## config.mk

```make
export PLATFORM = sky130hd
export DESIGN_NAME = n64adv2_vdemux_gen
export DESIGN_NICKNAME = d
export VERILOG_FILES = /design/src/rtl/n64adv2_vdemux_gen.sv
export SDC_FILE = /design/constraint.sdc
export NUM_CORES = 1
export LEC_CHECK = 0
export ABC_CLOCK_PERIOD_IN_PS = 4780
export CAP_MARGIN = 20
export CORE_ASPECT_RATIO = 0.7
export CORE_MARGIN = 3
export CORE_UTILIZATION = 60
export DETAILED_ROUTE_END_ITERATION = 8
export DONT_BUFFER_PORTS = 1
export HOLD_SLACK_MARGIN = 0.03
export MAX_ROUTING_LAYER = met4
export PLACE_DENSITY = 0.74
export SETUP_SLACK_MARGIN = 0.2
export SLEW_MARGIN = 20
export SYNTH_ARGS = -nofsm -noshare
export SYNTH_HDL_FRONTEND = slang
export SYNTH_SLANG_ARGS = --single-unit
```

## constraint.sdc

```tcl
create_clock -name N64_CLK_i -period 4.78 [get_ports N64_CLK_i]
set_input_delay 0.956 -clock N64_CLK_i [delete_from_list [all_inputs] [get_ports N64_CLK_i]]
set_output_delay 0.956 -clock N64_CLK_i [all_outputs]
set_load 0.005 [all_outputs]
```

## src/rtl/n64adv2_vdemux_gen.sv

```systemverilog
// N64 serial video bus demultiplexer: sync/colour slot capture, bus phase lock and frame tracking.
// Optional horizontal pixel counter (hpixels_o) enabled by defining N64_VDEMUX_HCNT_EN.
module n64adv2_vdemux_gen #(
    parameter int color_width_i = 7,
    parameter int NCH           = 3,
    parameter int LOCK_GROUPS   = 16,
    parameter int PAL_THRESH    = 290,
    parameter int LCNT_W        = 10
) (
    input  logic                         N64_CLK_i,
    input  logic                         N64_VRST_i,
    input  logic                         nVDSYNC_i,
    input  logic [color_width_i-1:0]     VD_i,
    output logic [3:0]                   sync_o,
    output logic [NCH*color_width_i-1:0] pixel_o,
    output logic                         valid_o,
    output logic                         lock_o,
    output logic                         palmode_o,
    output logic                         interlaced_o,
    output logic [LCNT_W-1:0]            vlines_o
`ifdef N64_VDEMUX_HCNT_EN
    ,
    output logic [11:0]                  hpixels_o
`endif
);

    localparam int PH_W = $clog2(NCH + 1);
    localparam int GC_W = $clog2(LOCK_GROUPS + 1);
    localparam int PW   = NCH * color_width_i;
    localparam logic [PH_W-1:0] PH_MAX = PH_W'(NCH);
    localparam logic [GC_W-1:0] GC_MAX = GC_W'(LOCK_GROUPS);

    logic [PH_W-1:0]   ph_q, ph_d, ph_inc;
    logic [3:0]        sync_sh_q, sync_sh_d;
    logic              pend_q, pend_d;
    logic [GC_W-1:0]   gcnt_q, gcnt_d;
    logic              lock_q, lock_d;
    logic [3:0]        sync_q, sync_d;
    logic [PW-1:0]     pixel_q, pixel_d, slot_flat;
    logic              valid_q, valid_d;
    logic              hs_q, hs_d, vs_q, vs_d;
    logic [LCNT_W-1:0] lcnt_q, lcnt_d, vlines_q, vlines_d, ldiff;
    logic              pal_q, pal_d, intl_q, intl_d;
    logic              adv, early, late, good, hs_fall, vs_fall;

    assign ph_inc = ph_q + PH_W'(1);
    assign adv    = nVDSYNC_i && (ph_q != PH_MAX);
    assign early  = !nVDSYNC_i && (ph_q != PH_MAX);
    assign good   = !nVDSYNC_i && (ph_q == PH_MAX);
    assign late   = nVDSYNC_i && (ph_q == PH_MAX);

    // Colour slot k is captured on the clock the phase counter steps to k; slot 1 lands in the MSBs.
    for (genvar gi = 0; gi < NCH; gi++) begin : g_slot
        logic [color_width_i-1:0] slot_q, slot_d;
        always_comb slot_d = (adv && (ph_inc == PH_W'(gi + 1))) ? VD_i : slot_q;
        always_ff @(posedge N64_CLK_i or posedge N64_VRST_i) begin
            if (N64_VRST_i) slot_q <= '0;
            else            slot_q <= slot_d;
        end
        assign slot_flat[PW-1-gi*color_width_i -: color_width_i] = slot_q;
    end

    always_comb begin
        ph_d      = ph_q;
        sync_sh_d = sync_sh_q;
        pend_d    = 1'b0;
        gcnt_d    = gcnt_q;
        lock_d    = lock_q;
        if (!nVDSYNC_i) begin
            ph_d      = '0;
            sync_sh_d = VD_i[3:0];
        end else if (adv) begin
            ph_d   = ph_inc;
            pend_d = (ph_inc == PH_MAX);
        end
        if (early || late) begin
            gcnt_d = '0;
            lock_d = 1'b0;
        end else if (good) begin
            if (gcnt_q != GC_MAX) gcnt_d = gcnt_q + GC_W'(1);
            lock_d = (gcnt_d == GC_MAX);
        end
    end

    // Frame state is updated together with the output registers, from the group being published.
    assign hs_fall = pend_q && hs_q && !sync_sh_q[2];
    assign vs_fall = pend_q && vs_q && !sync_sh_q[3];
    assign ldiff   = (lcnt_q > vlines_q) ? (lcnt_q - vlines_q) : (vlines_q - lcnt_q);

    always_comb begin
        valid_d  = pend_q;
        sync_d   = pend_q ? sync_sh_q : sync_q;
        pixel_d  = pend_q ? slot_flat : pixel_q;
        hs_d     = pend_q ? sync_sh_q[2] : hs_q;
        vs_d     = pend_q ? sync_sh_q[3] : vs_q;
        lcnt_d   = lcnt_q;
        vlines_d = vlines_q;
        pal_d    = pal_q;
        intl_d   = intl_q;
        if (vs_fall) begin
            lcnt_d = '0;
            if (lock_q) begin
                vlines_d = lcnt_q;
                pal_d    = (lcnt_q >= LCNT_W'(PAL_THRESH));
                intl_d   = (ldiff == LCNT_W'(1));
            end
        end else if (hs_fall && (lcnt_q != '1)) begin
            lcnt_d = lcnt_q + LCNT_W'(1);
        end
    end

    always_ff @(posedge N64_CLK_i or posedge N64_VRST_i) begin
        if (N64_VRST_i) begin
            ph_q      <= '0;
            sync_sh_q <= '0;
            pend_q    <= 1'b0;
            gcnt_q    <= '0;
            lock_q    <= 1'b0;
            valid_q   <= 1'b0;
            sync_q    <= '0;
            pixel_q   <= '0;
            hs_q      <= 1'b1;
            vs_q      <= 1'b1;
            lcnt_q    <= '0;
            vlines_q  <= '0;
            pal_q     <= 1'b0;
            intl_q    <= 1'b0;
        end else begin
            ph_q      <= ph_d;
            sync_sh_q <= sync_sh_d;
            pend_q    <= pend_d;
            gcnt_q    <= gcnt_d;
            lock_q    <= lock_d;
            valid_q   <= valid_d;
            sync_q    <= sync_d;
            pixel_q   <= pixel_d;
            hs_q      <= hs_d;
            vs_q      <= vs_d;
            lcnt_q    <= lcnt_d;
            vlines_q  <= vlines_d;
            pal_q     <= pal_d;
            intl_q    <= intl_d;
        end
    end

    assign sync_o       = sync_q;
    assign pixel_o      = pixel_q;
    assign valid_o      = valid_q;
    assign lock_o       = lock_q;
    assign palmode_o    = pal_q;
    assign interlaced_o = intl_q;
    assign vlines_o     = vlines_q;

`ifdef N64_VDEMUX_HCNT_EN
    // Counts published groups from one HS falling edge up to (not including) the next.
    logic [11:0] hcnt_q, hcnt_d, hpix_q, hpix_d;

    always_comb begin
        hcnt_d = hcnt_q;
        hpix_d = hpix_q;
        if (pend_q) begin
            if (hs_fall) begin
                hpix_d = hcnt_q;
                hcnt_d = 12'd1;
            end else if (hcnt_q != 12'hFFF) begin
                hcnt_d = hcnt_q + 12'd1;
            end
        end
    end

    always_ff @(posedge N64_CLK_i or posedge N64_VRST_i) begin
        if (N64_VRST_i) begin
            hcnt_q <= '0;
            hpix_q <= '0;
        end else begin
            hcnt_q <= hcnt_d;
            hpix_q <= hpix_d;
        end
    end

    assign hpixels_o = hpix_q;
`else
    // Horizontal pixel counter not built.
`endif

endmodule

```

==> impl_metrics.yaml <==
cells_and_area:
  syn_to_final_growth_pct: 6.77
  diodes: 0
  postLayoutCellArea_mm2: 0.00481
  finish.net_count: 462
  drive_gt1_frac: 0.188
  final_core_util: 0.687
floorplanning:
  ioPinCount: 49
  initial_core_util: 0.643
  die_height_um: 78.5
  total_die_area_mm2: 0.00860
  floorplan.die.width_um: 110
  floorplan.core_area_mm2: 0.00701
  fp-row-count: 25
power:
  ir_drop_mv: 0.199
  cellLeakagePower_nw: 2.11
  finalPower_mw: 2.24
  cellPowerDensity_mw_per_mm2: 465
synth:
  syn_area_per_cell_um2: 10.8
  ys_top_cells_by_area: "sky130_fd_sc_hd__dfrtp_1 (46%), sky130_fd_sc_hd__mux2_2 (12%), sky130_fd_sc_hd__ha_1 (8.3%)"
  synth-warning-count: 0
  yosysMostFrequentCell: "sky130_fd_sc_hd__dfrtp_1"
  synth_area_mm2: 0.00451
  top_reg_cell_synth: "sky130_fd_sc_hd__dfrtp_1"
  ys_types: 59
  netlist_instances: 419
  synth-seq-cells: 84
  synth_largest_area_cell: "sky130_fd_sc_hd__dfrtp_1"
  syn_nets: 461
  synth_async_sr_flop_share: 1.00
  synth-edff-count: 0
  synth_top_cells_by_count: "sky130_fd_sc_hd__dfrtp_1 (82), sky130_fd_sc_hd__mux2_2 (49), sky130_fd_sc_hd__nand2_1 (36)"
  ys_seq_area_frac: 0.467
  post-synth-top-area-fraction: 0.455
job:
  cap_viol_max_count: 0
sta:
  setup_tns_ns: 0
  slew_violations: 0
  hold_worst_slack_ns: 0.484
  hold_viol_final: 0
  worst_pin_slew_ns: 0.850
  period_minus_slack_ns: 2.78
  skew_ns: 0.0129
  setup_viol: 0
  max_freq_ghz: 0.360
  grt_setup_unrepaired: "false"
  min_period_over_period: 0.582
  max-slew-margin-rel: 0.428
worst_setup_path:
  crit_chain: "inv_1 -> ha_1 -> a21o_1 -> a21oi_2 -> a21oi_2 -> o31a_4 -> nor4_4 -> nand3_1 -> o41ai_2 -> a21o_1"
  endpoint_kind: "flop"
  timing.critical_path.required_ns: 5.07
  critical_path_peak_fanout: 12
  critical_path.max_stage_delay_ns: 0.44
  worst_path_max_delay_cell: "sky130_fd_sc_hd__ha_1"
  criticalPathCategory: "flop to flop"
  cp_data_arrival_time_ns: 3.07
  critical_path.startpoint_type: "flop"
place:
  placement.io_buffers: 0
  hpwl_mm: 7.02
  gp_routability_congestion: 0.911
  dpl-instance-area_mm2: 0.00458
status:
  status: "completed"
route:
  route.final.wire_length_mm: 9.41
  vias_per_cell: 5.86
  vias: 3041
  drtIter0Drc: 252
  wire_per_inst_um: 18.1
  route.antenna.remaining_nets: 0
  firstDrtPassIters: 4
  drt_drc_violations_left: 0
clock_network:
  ctsRootBufferMaster: "sky130_fd_sc_hd__clkbuf_8"
  numCtsBuffers: 9
  clk_pin_slew_worst_paths_ns: 0.09
  cts_repair_resize_count: 0
  clk_latency_ns: 0.35
  tritoncts_clock_tree: "done"
  holdBufCountCts: 0
  clock-sinks: 84
  cts-root-to-sink-buffers: 2
  cts_post_setup_buffers_inserted: 0
  cts-htree-levels: 3
global_routing:
  vias_in_the_first_global_route: 3008
  wire_length_of_the_first_global_routing_pass_mm: 15.3
  grt.overflow.total: 0
  grt_start_max_net_pins: 64
  grt_antenna_before_repair: 0
  globalRouteTotalUtil: 0.238
min_path:
  hold_crit_class: "flop to flop"
==> power by group <==
part	switching (mW)	total (mW)	internal, mW
clock	0.272	0.575	0.303
sequential	0.162	1.08	0.920
combinational	0.282	0.578	0.296
==> cells in the final DEF (no fill, tap or decap), types with 5 or more instances in the layout <==
cell,instances
sky130_fd_sc_hd__nand2_1,36
sky130_fd_sc_hd__dfrtp_1,82
sky130_fd_sc_hd__a21oi_1,11
sky130_fd_sc_hd__mux2_2,49
sky130_fd_sc_hd__o21a_1,5
sky130_fd_sc_hd__nor2_1,28
sky130_fd_sc_hd__o21ai_0,28
sky130_fd_sc_hd__nand3_1,15
sky130_fd_sc_hd__clkbuf_8,9
sky130_fd_sc_hd__xnor2_1,15
sky130_fd_sc_hd__ha_1,30
sky130_fd_sc_hd__inv_1,30
==> critical path, delay by kind of cell, from the launching register on <==
family,cells,cell delay [ns]
simple gates,2,0.47
compound gates,6,1.36
flops,1,0.41
fa+ha+maj,1,0.44
buf+inv,1,0.06
==> layout make-up <==
class                      instances  area, um^2
timing repair buffer               3        22.5
clock buffer                       9         124
multi-input combinational        290        2220
clock inverter                     7         105
tap                               94         118
inverter                          32         123
sequential                        84        2100
fill                             535        2190
==> per-stage QoR <==
| step | setup slack [ns] | instances |
|---|---|---|
| 6_report | 2.00 | 519 |
| 3_3_place_gp | 2.07 | 503 |
| 2_1_floorplan | 1.66 | 419 |
| 5_1_grt | 1.83 | 519 |
| 4_1_cts | 2.00 | 519 |
| 3_5_place_dp | 2.03 | 503 |
==> worst paths after layout <==
kind / from / end / slack, ns / cells past startpoint
worst max-delay path: vlines_o[4]$_DFFE_PP0P_ / interlaced_o$_DFFE_PP0P_ / 2.00 / 10
worst min-delay path: hs_q$_DFFE_PP1P_ / hs_q$_DFFE_PP1P_ / 0.48 / 2
max in group asynchronous: N64_VRST_i / vs_q$_DFFE_PP1P_ / 3.30 / 2
min in group asynchronous: N64_VRST_i / pixel_o[5]$_DFFE_PP0P_ / 0.59 / 1
worst min register to register: hs_q$_DFFE_PP1P_ / hs_q$_DFFE_PP1P_ / 0.48 / 2
worst max register to register: vlines_o[4]$_DFFE_PP0P_ / interlaced_o$_DFFE_PP0P_ / 2.00 / 10
==> metal layers <==
| layer | wire length (um) | part of all wire | track usage |
|---|---|---|---|
| met5 | 0 | 0 | - |
| met1 | 4650 | 0.49 | 0.350 |
| met4 | 15 | 0.0016 | 0.0548 |
| met2 | 4080 | 0.43 | 0.331 |
| met3 | 663 | 0.070 | 0.0649 |
==> sequential cells by signal, indices dropped and copies added, names as in the netlist <==
name,cells
lock_o,1
pend_q,1
interlaced_o,1
sync_sh_q,4
sync_o,4
vlines_o,10
lcnt_q,10
pixel_o,21
valid_o,1
palmode_o,1
ph_q,2
hs_q,1
vs_q,1
gcnt_q,5
g_slot.slot_q,21
==> kinds of logic after synthesis <==
logic type,synth area share
compound gates,0.113
xor+xnor,0.0369
fa+ha+maj,0.0922
buf+inv,0.0414
flops,0.467
mux,0.125
simple gates,0.125
No activity file was read; power rests on OpenSTA's default activity.
